<file path="src/rtl/bus_xfer_seq_pkg.sv">
// Shared definitions for the bus transfer sequencer: register codes, code-space
// sizes and the sequencer state encoding.
package bus_xfer_seq_pkg;

  localparam int unsigned NUM_SRC = 24;
  localparam int unsigned NUM_DST = 26;
  localparam int unsigned CODE_W  = 5;
  localparam int unsigned IN_W    = 32;

  typedef enum logic [CODE_W-1:0] {
    SRC_R[16], SRC_HI, SRC_LO, SRC_ZHIGH, SRC_ZLOW,
    SRC_PC, SRC_MDR, SRC_INPORT, SRC_C
  } src_code_e;

  typedef enum logic [CODE_W-1:0] {
    DST_R[16], DST_HI, DST_LO, DST_Z, DST_Y, DST_PC,
    DST_MDR, DST_MAR, DST_IR, DST_OUTPORT, DST_CON
  } dst_code_e;

  typedef enum logic [2:0] {
    IDLE,
    DRIVE,
    LATCH,
    FIN,
    ERR
  } state_e;

endpackage

</file>
<file path="src/rtl/bus_xfer_seq_if.sv">
// Request/strobe bundle between the control unit (master) and the transfer
// sequencer (slave).
interface bus_xfer_seq_if;
  import bus_xfer_seq_pkg::*;

  logic                req_valid;
  logic [CODE_W-1:0]   req_src;
  logic [CODE_W-1:0]   req_dst;
  logic                req_ready;
  logic [NUM_SRC-1:0]  out_strobe;
  logic [IN_W-1:0]     in_strobe;
  logic                busy;
  logic                done;
  logic                err;

  modport master (
    output req_valid, req_src, req_dst,
    input  req_ready, out_strobe, in_strobe, busy, done, err
  );

  modport slave (
    input  req_valid, req_src, req_dst,
    output req_ready, out_strobe, in_strobe, busy, done, err
  );

endinterface

</file>
<file path="src/rtl/bus_xfer_seq_dec.sv">
// 5-to-N one-hot decoder; codes at or above N decode to all-zero and drop the
// legal flag.
module xfer_onehot_dec #(
  parameter int unsigned N = 24
) (
  input  logic [4:0]   code,
  output logic [N-1:0] onehot,
  output logic         legal
);

  // NOTE: every combinational output gets a default before the loop so no
  // path leaves a bit unassigned and no latch is inferred.
  always_comb begin
    onehot = '0;
    for (int i = 0; i < int'(N); i++) begin
      onehot[i] = (code == 5'(i));
    end
  end

  assign legal = ({27'b0, code} < N);

endmodule

</file>
<file path="src/rtl/bus_xfer_seq.sv">
// Drive-side bus transfer sequencer: decodes a source/destination pair and
// walks the out/in strobes through DRIVE -> LATCH -> FIN.
module bus_xfer_seq
  import bus_xfer_seq_pkg::*;
#(
  parameter int unsigned SETTLE_CYCLES = 0
) (
  input  logic clock,
  input  logic clear,
  bus_xfer_seq_if.slave bus
);

  localparam logic [3:0] SETTLE_INIT = 4'(SETTLE_CYCLES);

  state_e              state, state_nxt;
  logic [3:0]          settle_cnt, settle_cnt_nxt;
  logic [NUM_SRC-1:0]  src_oh, src_oh_q, out_strobe_nxt;
  logic [NUM_DST-1:0]  dst_oh, dst_oh_q;
  logic [IN_W-1:0]     in_strobe_nxt;
  logic                src_legal, dst_legal;
  logic                busy_nxt, done_nxt, err_nxt;
  logic                accept;

  xfer_onehot_dec #(.N(NUM_SRC)) u_src_dec (
    .code   (bus.req_src),
    .onehot (src_oh),
    .legal  (src_legal)
  );

  xfer_onehot_dec #(.N(NUM_DST)) u_dst_dec (
    .code   (bus.req_dst),
    .onehot (dst_oh),
    .legal  (dst_legal)
  );

  assign bus.req_ready = (state == IDLE);
  assign accept        = (state == IDLE) && (state_nxt == DRIVE);

  always_comb begin
    state_nxt      = state;
    settle_cnt_nxt = settle_cnt;
    case (state)
      IDLE: begin
        if (bus.req_valid) begin
          if (src_legal && dst_legal) begin
            state_nxt      = DRIVE;
            settle_cnt_nxt = SETTLE_INIT;
          end else begin
            state_nxt = ERR;
          end
        end
      end
      DRIVE: begin
        if (settle_cnt == 4'd0) state_nxt = LATCH;
        else                    settle_cnt_nxt = settle_cnt - 4'd1;
      end
      LATCH:   state_nxt = FIN;
      FIN:     state_nxt = IDLE;
      ERR:     state_nxt = IDLE;
      default: state_nxt = IDLE;
    endcase
  end

  // Outputs are registered from the next state so they line up with it; on
  // the accept edge the source comes straight from the decoder.
  always_comb begin
    busy_nxt       = (state_nxt == DRIVE) || (state_nxt == LATCH);
    done_nxt       = (state_nxt == FIN);
    err_nxt        = (state_nxt == ERR);
    out_strobe_nxt = '0;
    in_strobe_nxt  = '0;
    if (busy_nxt) out_strobe_nxt = (state == IDLE) ? src_oh : src_oh_q;
    if (state_nxt == LATCH) in_strobe_nxt = IN_W'(dst_oh_q);
  end

  // NOTE: sequential state uses non-blocking assignments only, so every
  // register samples pre-edge values regardless of statement order.
  always_ff @(posedge clock) begin
    if (!clear) begin
      // NOTE: the latched one-hot vectors are cleared with the control state
      // so a reset can never release a stale strobe pattern.
      state          <= IDLE;
      settle_cnt     <= '0;
      src_oh_q       <= '0;
      dst_oh_q       <= '0;
      bus.out_strobe <= '0;
      bus.in_strobe  <= '0;
      bus.busy       <= 1'b0;
      bus.done       <= 1'b0;
      bus.err        <= 1'b0;
    end else begin
      state          <= state_nxt;
      settle_cnt     <= settle_cnt_nxt;
      bus.out_strobe <= out_strobe_nxt;
      bus.in_strobe  <= in_strobe_nxt;
      bus.busy       <= busy_nxt;
      bus.done       <= done_nxt;
      bus.err        <= err_nxt;
      if (accept) begin
        src_oh_q <= src_oh;
        dst_oh_q <= dst_oh;
      end
    end
  end

endmodule
</file>
<file path="src/flat_wrapper.sv">
// flat-port wrapper written by rule: the top's interface ports become plain ports
module bus_xfer_seq_flat import bus_xfer_seq_pkg::*;
#(
  parameter int unsigned SETTLE_CYCLES = 0
)
  (clock, clear, bus_req_valid, bus_req_src, bus_req_dst, bus_req_ready, bus_out_strobe, bus_in_strobe, bus_busy, bus_done, bus_err);
  bus_xfer_seq_if bus_i ();
  input  logic clock;
  input  logic clear;
  input wire logic [$bits(bus_i.req_valid)-1:0] bus_req_valid;
  input wire logic [$bits(bus_i.req_src)-1:0] bus_req_src;
  input wire logic [$bits(bus_i.req_dst)-1:0] bus_req_dst;
  output wire logic [$bits(bus_i.req_ready)-1:0] bus_req_ready;
  output wire logic [$bits(bus_i.out_strobe)-1:0] bus_out_strobe;
  output wire logic [$bits(bus_i.in_strobe)-1:0] bus_in_strobe;
  output wire logic [$bits(bus_i.busy)-1:0] bus_busy;
  output wire logic [$bits(bus_i.done)-1:0] bus_done;
  output wire logic [$bits(bus_i.err)-1:0] bus_err;
  assign bus_i.req_valid = bus_req_valid;
  assign bus_i.req_src = bus_req_src;
  assign bus_i.req_dst = bus_req_dst;
  assign bus_req_ready = bus_i.req_ready;
  assign bus_out_strobe = bus_i.out_strobe;
  assign bus_in_strobe = bus_i.in_strobe;
  assign bus_busy = bus_i.busy;
  assign bus_done = bus_i.done;
  assign bus_err = bus_i.err;
  bus_xfer_seq #(.SETTLE_CYCLES(SETTLE_CYCLES)) u_core (.clock(clock), .clear(clear), .bus(bus_i));
endmodule
</file>
<file path="config.mk">
export PLATFORM = sky130hd
export DESIGN_NAME = bus_xfer_seq_flat
export DESIGN_NICKNAME = d
export VERILOG_FILES = /design/src/rtl/bus_xfer_seq_pkg.sv /design/src/rtl/bus_xfer_seq_if.sv /design/src/rtl/bus_xfer_seq_dec.sv /design/src/rtl/bus_xfer_seq.sv /design/src/flat_wrapper.sv
export SDC_FILE = /design/constraint.sdc
export NUM_CORES = 1
export LEC_CHECK = 0
export BUFFER_PORTS_ARGS = -buffer_cell sky130_fd_sc_hd__buf_2
export CORE_ASPECT_RATIO = 1.2
export CORE_MARGIN = 4
export CORE_UTILIZATION = 50
export DETAILED_ROUTE_END_ITERATION = 16
export PLACE_DENSITY = 0.72
export SYNTH_ARGS = -nofsm -noshare
export SYNTH_HDL_FRONTEND = slang
export SYNTH_SLANG_ARGS = --single-unit
</file>
<file path="constraint.sdc">
create_clock -name clock -period 2.2 [get_ports clock]
set_clock_uncertainty 0.1 [all_clocks]
set_input_delay 0.11 -clock clock [delete_from_list [all_inputs] [get_ports clock]]
set_output_delay 0.11 -clock clock [all_outputs]
set_load 0.01 [all_outputs]
</file>
Word level (Yosys, flattened, before mapping)
Cells that the tools add are included.
{"block": "word_totals", "wordCells": 90, "reg_bits": 116, "out_inout_bits": 60}
{"block": "op_classes", "n_eq_ne": 57, "reduce_logical": 11, "n_mux": 9, "magnitude_cmp": 2, "n_addsub": 1}
{"operator": "$eq A5 B5 Y1 const B", "count": 18}
{"operator": "$eq A5 B4 Y1 const B", "count": 16}
{"operator": "$eq A5 B3 Y1 const B", "count": 8}
{"operator": "$mux W24", "count": 1}
{"operator": "$eq A5 B2 Y1 const B", "count": 4}
{"operator": "$mux W4", "count": 3}
{"operator": "$eq A5 B1 Y1 const B", "count": 2}
{"operator": "$logic_not A5 Y1", "count": 2}
{"operator": "$lt A5 B5 Y1 const B", "count": 2}
{"operator": "$eq A3 B2 Y1 const B", "count": 3}
{"operator": "$mux W3", "count": 3}
{"operator": "$pmux W3 S3", "count": 1}
{"operator": "$pmux W4 S2", "count": 1}
{"operator": "$eq A3 B1 Y1 const B", "count": 2}
{"operator": "$logic_not A4 Y1", "count": 1}
{"operator": "$ne A2 B2 Y1 const B", "count": 2}
{"operator": "$reduce_and A2 Y1", "count": 2}
{"operator": "$reduce_and A4 Y1", "count": 1}
{"operator": "$sub A4 B1 Y4 const B", "count": 1}
{"operator": "$eq A3 B3 Y1 const B", "count": 1}
{"operator": "$logic_not A3 Y1", "count": 1}
{"operator": "$logic_and A1 B1 Y1", "count": 2}
{"operator": "$ne A2 B1 Y1 const B", "count": 1}
{"operator": "$reduce_bool A2 Y1", "count": 1}
{"operator": "$logic_or A1 B1 Y1", "count": 1}

Depth between registers and ports, before layout
Gate-level depths: netlist of the first run.
{"block": "logic_depth", "word_depth": 8, "mapped_depth": 7, "mapped_depth_nobuf": 5}

Cells and area by module
Synthesis of the first run repeated with hierarchy kept, for this count alone.
{"block": "unflattened", "cells_unflattened": 526, "area_unflattened_um2": 4478.0}
{"mod": "bus_xfer_seq", "n_inst": 1, "cells_per_inst": 445, "area_per_inst_um2": 4095.2}
{"mod": "xfer_onehot_dec at u_core.u_dst_dec", "n_inst": 1, "cells_per_inst": 42, "area_per_inst_um2": 198.9}
{"mod": "xfer_onehot_dec at u_core.u_src_dec", "n_inst": 1, "cells_per_inst": 39, "area_per_inst_um2": 183.9}

Worst setup path after synthesis of the first run
Ideal clock, no wire load.
{"block": "synth_path", "path_kind": "register to register", "start": "register u_core.settle_cnt[0]", "end": "register u_core.bus.in_strobe[0]", "required_ps": 2041, "path_stages_with_launch": 7, "slack_ps": 543, "period_less_slack_ps": 1657, "arrival_ps": 1498, "cell_sequence": "dfxtp_1 > inv_1 > ha_1 > or3b_1 > nor3_2 > clkbuf_2 > and2_1"}
{"block": "synth_via", "elab_chain_len": 5}
{"element": "start: declaration", "line_no": "bus_xfer_seq.sv:16", "text": "logic [3:0] settle_cnt, settle_cnt_nxt;"}
{"element": "start signal: assignment", "line_no": "bus_xfer_seq.sv:93", "text": "settle_cnt <= settle_cnt_nxt;"}
{"element": "$logic_not A4 Y1", "line_no": "bus_xfer_seq.sv:54", "text": "if (settle_cnt == 4'd0) state_nxt = LATCH;"}
{"element": "$mux W3", "line_no": "bus_xfer_seq.sv:54"}
{"element": "$pmux W3 S3", "line_no": "bus_xfer_seq.sv:42", "text": "case (state)"}
{"element": "$eq A3 B2 Y1", "line_no": "bus_xfer_seq.sv:73", "text": "if (state_nxt == LATCH) in_strobe_nxt = IN_W'(dst_oh_q);"}
{"element": "$reduce_and A2 Y1 (no line)"}
{"element": "end signal: assignment", "line_no": "bus_xfer_seq.sv:95", "text": "bus.in_strobe <= in_strobe_nxt;"}
{"element": "end: declaration", "line_no": "bus_xfer_seq_if.sv:23", "text": "output req_ready, out_strobe, in_strobe, busy, done, err"}
No other way between the ends.
A chain may end at the register's enable or synchronous reset.

Final worst setup path of the first run
{"block": "layout_path", "start": "input port bus_req_dst[1]", "end": "register u_core.bus.out_strobe[11]"}
{"block": "layout_via", "elab_chain_len": 8, "elab_cells_between_ends": 9, "cone_classes": "1 x order compare; 2 x eq/ne; 3 x mux; 3 x reduce/logical"}
{"element": "start: declaration", "line_no": "flat_wrapper.sv:12", "text": "input wire logic [$bits(bus_i.req_dst)-1:0] bus_req_dst;"}
{"element": "$lt A5 B5 Y1 (*)", "line_no": "bus_xfer_seq_dec.sv:20", "text": "assign legal = ({27'b0, code} < N);"}
{"element": "$logic_and A1 B1 Y1 (*)", "line_no": "bus_xfer_seq.sv:45", "text": "if (src_legal && dst_legal) begin"}
{"element": "$mux W3 (*)", "line_no": "bus_xfer_seq.sv:45"}
{"element": "$mux W3 (*)", "line_no": "bus_xfer_seq.sv:44", "text": "if (bus.req_valid) begin"}
{"element": "$pmux W3 S3 (*)", "line_no": "bus_xfer_seq.sv:42"}
{"element": "$eq A3 B1 Y1 / $eq A3 B2 Y1 (equally long branches)", "line_no": "bus_xfer_seq.sv:67", "text": "busy_nxt = (state_nxt == DRIVE) || (state_nxt == LATCH);"}
{"element": "$logic_or A1 B1 Y1 (*)", "line_no": "bus_xfer_seq.sv:67"}
{"element": "$reduce_and A2 Y1 (no line) (*)"}
{"element": "end signal: assignment", "line_no": "bus_xfer_seq.sv:94", "text": "bus.out_strobe <= out_strobe_nxt;"}
{"element": "end: declaration", "line_no": "bus_xfer_seq_if.sv:23"}
Every way passes the cells marked *; elsewhere a longest branch is shown, timed or not.

==> impl_metrics.env, run 1 <==
export IMPL_pre_cts_slack_ns=0.416
export IMPL_worstHoldPathType="in -> reg"
export IMPL_period_share=0.864
export IMPL_status="finished, final reports clean"
export IMPL_max_freq_mhz=526
export IMPL_finalMaxSlewViolations=0
export IMPL_grt_max_degree=53
export IMPL_cts_tree="built"
export IMPL_async_reset_ff_frac=0
export IMPL_endpoint_kind="register"
export IMPL_antenna_left=0
export IMPL_slew_headroom=0.595
export IMPL_drt_iter0_markers=137
export IMPL_utilization=0.583
export IMPL_placed_area_mm2=0.00479
export IMPL_drt_wl_total_um=8830
export IMPL_ioPinCount=73
export IMPL_die_w_um=93.7
export IMPL_cts_htree_levels=3
export IMPL_cellPowerDensity_mw_per_mm2=713
export IMPL_vdd_ir_drop_max_uv=342
export IMPL_path_buf_inv=3
export IMPL_yosysUniqueCellTypes=40
export IMPL_max_stage_delay_ns=0.55
export IMPL_drive_above_1_share=0.188
export IMPL_yosysSeqAreaShare=0.499
export IMPL_synth_seq_cells=110
export IMPL_avgSynthCellArea_um2=9.32
export IMPL_yosysWarningCount=0
export IMPL_gp_congestion=0.824
export IMPL_crit_required_ns=2.35
export IMPL_max_cap_violations=0
export IMPL_startpoint_type="primary input"
export IMPL_insertion_delay_ns=0.36
export IMPL_crit_type="in -> reg"
export IMPL_holdWs_ns=0.0747
export IMPL_portBuffers=66
export IMPL_syn_to_final_growth_pct=13.8
export IMPL_worstMarginPinSlew_ns=0.604
export IMPL_synth_edf_count=0
export IMPL_drcViolationCount=0
export IMPL_setup_tns_ns=0
export IMPL_initial_core_util=0.512
export IMPL_firstDrtPassIters=5
export IMPL_power_leakage_uw=0.00221
export IMPL_syn_instance_count=473
export IMPL_die_h_um=111
export IMPL_clk_pin_slew_worst_paths_ns=0.11
export IMPL_cts_buffer_depth=2
export IMPL_cts_sinks=110
export IMPL_synth_ff_type="dfxtp_1"
export IMPL_core_mm2=0.00861
export IMPL_dieArea_mm2=0.0104
export IMPL_finalInstanceArea_mm2=0.00502
export IMPL_hold_viol_final=0
export IMPL_arrival_ns=2.06
export IMPL_slowest_stage="dlygate4sd3_1"
export IMPL_setup_ws_ns=0.299
export IMPL_routedWlPerCell_um=13.6
export IMPL_path_max_fanout=25
export IMPL_synth_area_mm2=0.00441
export IMPL_setup_viol=0
export IMPL_hpwl_um=5880
export IMPL_grt_usage=0.172
export IMPL_path_delay_family="buffers and inverters"
export IMPL_crit_path_cell_trace="dlygate4sd3_1 -> buf_2 -> o211ai_1 -> a31oi_2 -> buf_4 -> a211oi_1"
export IMPL_rsz0062_at_grt="no"
export IMPL_diodes=0
export IMPL_numCtsBuffers=9
export IMPL_postCtsResizedCells=0
export IMPL_num_fill_cells=764
export IMPL_postCtsSetupRepairBufs=0
export IMPL_gr_total_overflow=0
export IMPL_routed_via_density=5.21
export IMPL_fin_crit_ns=1.90
export IMPL_cts_root_buf="clkbuf_8"
export IMPL_grt_pass1_vias=3041
export IMPL_num_vias=3381
export IMPL_antenna_found_initial=0
export IMPL_nets=542
export IMPL_rows=37
export IMPL_grt_pass1_wl_um=14500
## worst reg2reg max path, delay by kind of cell (launching register included)
kind          cells  cell delay, ns
simple gates      2            0.59
buf+inv           2            0.47
flops             1            0.35
mux               1            0.18
## cells by family after synthesis
logic type,after synthesis,share of synthesized area
adders and majority gates,2,0.00567
DFF,110,0.499
AOI/OAI and AO/OA,38,0.0638
buffers and inverters,51,0.0621
and+or+nand+nor,221,0.255
muxes,50,0.113
other,1,0.000850
## area by class of cell
class	instances	area [um2]	area share
multi-input cells	317	1970	0.392
clock inverters	6	51.3	0.0102
inverters	5	23.8	0.00474
repair buffers	84	488	0.0973
well taps	117	146	0.0292
clock buffers	10	138	0.0274
flip-flops and latches	110	2200	0.439
## cell usage after synthesis (3+ instances only)
| cell type | count | area, um2 |
|---|---|---|
| or3b_1 | 3 | 26.3 |
| nor2b_1 | 3 | 18.8 |
| a21oi_1 | 3 | 15.0 |
| nor2_1 | 5 | 18.8 |
| clkbuf_1 | 25 | 93.8 |
| buf_4 | 6 | 45.0 |
| buf_6 | 6 | 67.6 |
| dfxtp_1 | 110 | 2200 |
| nand3_1 | 49 | 245 |
| buf_2 | 6 | 30.0 |
| or3_1 | 3 | 18.8 |
| and2_1 | 26 | 163 |
| nand2b_1 | 3 | 18.8 |
| and3b_1 | 9 | 78.8 |
| a211oi_1 | 24 | 180 |
| nand2_1 | 97 | 364 |
| mux2i_1 | 50 | 500 |
| o211ai_1 | 3 | 22.5 |
| inv_1 | 4 | 15.0 |
| nor3b_1 | 9 | 67.6 |
## stage by stage
stage | power, uW | std cells
finish | 3580 | 649
global route | 3740 | 649
CTS | 3620 | 649
detailed placement | 2470 | 629
global placement | 2460 | 629
floorplan | 2380 | 478
## worst paths after layout
check	startpoint	endpoint	slack, ns	cells after the start
worst min register to register	u_core.dst_oh_q[4]	u_core.bus.in_strobe[4]	0.36	1
worst max register to register	u_core.state[2]	u_core.dst_oh_q[3]	0.39	5
worst min-delay path	bus_req_dst[3]	u_core.dst_oh_q[17]	0.07	4
worst max-delay path	bus_req_dst[1]	u_core.bus.out_strobe[11]	0.30	6
## routing by layer
layer / vias up / part of all wire / global-route usage
met5: - / 0 / 0
met4: 0 / 0.010 / 0.0655
met3: 8 / 0.054 / 0.0305
met2: 89 / 0.50 / 0.282
met1: 1582 / 0.43 / 0.223
li1: 1702 / - / -
## flip-flops by register name, indices dropped and copies added, names as in the netlist
register	flops
u_core.bus.in_strobe	26
u_core.dst_oh_q	26
u_core.bus.err	1
u_core.src_oh_q	24
u_core.state	3
u_core.settle_cnt	4
u_core.bus.busy	1
u_core.bus.done	1
u_core.bus.out_strobe	24
## report_power, final
group	switching [uW]	internal [uW]
Sequential	10.4	2010
Combinational	278	129
Clock	687	464
## cell usage in the layout, fill, tap and decap left out, types with 3 or more instances in the layout
cell type	Yosys	final
dfxtp_1	110	110
nand2_1	97	97
buf_2	6	66
mux2i_1	50	50
nand3_1	49	49
and2_1	26	26
a211oi_1	24	24
buf_4	6	13
clkbuf_8	0	10
nor3b_1	9	9
and3b_1	9	9
conb_1	1	6
nor2_1	5	5
inv_1	4	4
dlygate4sd3_1	0	4
or3_1	3	3
or3b_1	3	3
nand2b_1	3	3
a21oi_1	3	3
o211ai_1	3	3
nor2b_1	3	3
inv_6	0	3
## timing repair
action / 4_1_cts / 5_1_grt
endpoints found under the setup margin: 0 / 0
endpoints found under the hold margin: 4 / 0
hold buffers: 4 / 0
No activity file was read; power rests on OpenSTA's default activity.
==> run 2: changes to the inputs <==
Settings changed: CORE_ASPECT_RATIO 1.2 to 1.4.
==> impl_metrics.env, run 2 (synthesis gave the netlist of run 1 again) <==
export IMPL_postCtsSetupRepairBufs=0
export IMPL_grt_pass1_wl_um=14600
export IMPL_drcViolationCount=0
export IMPL_period_share=0.849
export IMPL_crit_required_ns=1.99
export IMPL_initial_core_util=0.512
export IMPL_worstMarginPinSlew_ns=0.576
export IMPL_numCtsBuffers=9
export IMPL_antenna_left=0
export IMPL_cts_buffer_depth=2
export IMPL_layout_commonest_cell="dfxtp_1"
export IMPL_power_leakage_uw=0.00224
export IMPL_cellPowerDensity_mw_per_mm2=791
export IMPL_final_cell_mix="110 x dfxtp_1, 97 x nand2_1, 66 x buf_2"
export IMPL_grt_max_degree=59
export IMPL_num_vias=3329
export IMPL_routed_via_density=5.25
export IMPL_core_mm2=0.00861
export IMPL_cts_tree="built"
export IMPL_ioPinCount=73
export IMPL_finalMaxSlewViolations=0
export IMPL_path_max_fanout=27
export IMPL_cts_htree_levels=3
export IMPL_dieArea_mm2=0.0104
export IMPL_slew_headroom=0.614
export IMPL_portBuffers=66
export IMPL_top_regs="u_core.bus.in_strobe: 26 flops, u_core.dst_oh_q: 26 flops"
export IMPL_die_h_um=119
export IMPL_crit_type="reg -> out"
export IMPL_routedWlPerCell_um=13.8
export IMPL_endpoint_kind="output port"
export IMPL_setup_viol=0
export IMPL_gp_congestion=0.823
export IMPL_max_freq_mhz=536
export IMPL_insertion_delay_ns=0.35
export IMPL_arrival_ns=1.66
export IMPL_final_cells=634
export IMPL_startpoint_type="register"
export IMPL_grt_usage=0.177
export IMPL_hold_viol_final=0
export IMPL_rows=40
export IMPL_hpwl_um=5870
export IMPL_drt_wl_total_um=8770
export IMPL_power_uw=4020
export IMPL_cts_hold_buf=1
export IMPL_rsz0062_at_grt="no"
export IMPL_drive_above_1_share=0.185
export IMPL_diodes=0
export IMPL_firstDrtPassIters=6
export IMPL_grt_pass1_vias=3151
export IMPL_vdd_ir_drop_max_uv=564
export IMPL_max_cap_violations=0
export IMPL_dp_cells=618
export IMPL_clk_pin_slew_worst_paths_ns=0.07
export IMPL_syn_to_final_growth_pct=15.2
export IMPL_nets=540
export IMPL_die_w_um=87.4
export IMPL_status="finished, final reports clean"
export IMPL_fin_crit_ns=1.87
export IMPL_drt_iter0_markers=125
export IMPL_cts_root_buf="clkbuf_16"
export IMPL_gr_total_overflow=0
export IMPL_postCtsResizedCells=0
export IMPL_worstHoldPathType="in -> reg"
export IMPL_setup_tns_ns=0
export IMPL_antenna_found_initial=0
export IMPL_utilization=0.590
export IMPL_cts_sinks=110
==> run 2: cell count changes in the layout (fill, tap and decap cells not counted), moves of 2 or more <==
cell	delta
clkbuf_8	-9
clkbuf_16	+9
clkbuf_1	+2
dlygate4sd3_1	-3
inv_6	-3
clkinvlp_4	+2
==> run 2: routing by layer <==
| metal | GRT usage | vias to the layer above | part of all wire |
|---|---|---|---|
| met5 | 0 | - | 0 |
| met4 | 0.0787 | 0 | 0.023 |
| met3 | 0.0457 | 18 | 0.063 |
| met2 | 0.283 | 102 | 0.48 |
| met1 | 0.221 | 1508 | 0.43 |
| li1 | - | 1701 | - |
==> run 2: worst paths after layout <==
| path | slack (ns) | to | cells after the start | startpoint |
|---|---|---|---|---|
| worst max register to register | 0.44 | u_core.src_oh_q[16] | 5 | u_core.state[2] |
| worst max-delay path | 0.33 | bus_req_ready | 4 | u_core.state[2] |
| worst min-delay path | 0.03 | u_core.dst_oh_q[23] | 3 | bus_req_dst[1] |
| worst min register to register | 0.35 | u_core.bus.in_strobe[19] | 1 | u_core.dst_oh_q[19] |
==> run 2: metrics by stage <==
| stage | setup slack, ns | hold slack [ns] | cell area (um2) |
|---|---|---|---|
| after global placement | 0.455 | 0.331 | 4780 |
| after global routing | 0.254 | 0.0353 | 5080 |
| final | 0.333 | 0.0284 | 5080 |
| after detailed placement | 0.382 | 0.339 | 4780 |
| after CTS | 0.323 | 0.0161 | 5080 |
| after floorplan | 0.543 | 0.162 | 4430 |
==> run 2: worst max-delay path, cell delays in order, from the launching register on <==
cell and delay, ns:
dfxtp_1 0.33, or3_1 0.44, clkinv_4 0.08, buf_4 0.27, buf_2 0.19
==> run 2: area by class of cell <==
class                      instances  area (um2)
clock buffer                      12         246
clock inverter                     3        45.0
fill                             769        3530
inverter                           5        23.8
multi-input combinational        317        1970
sequential                       110        2200
tap                              105         131
timing repair buffer              82         465
==> run 2: power by group <==
group          internal, uW  switching (uW)  total [uW]
Combinational           131             277         407
Sequential             2010            10.0        2020
Clock                   908             686        1590
Total                  3050             973        4020
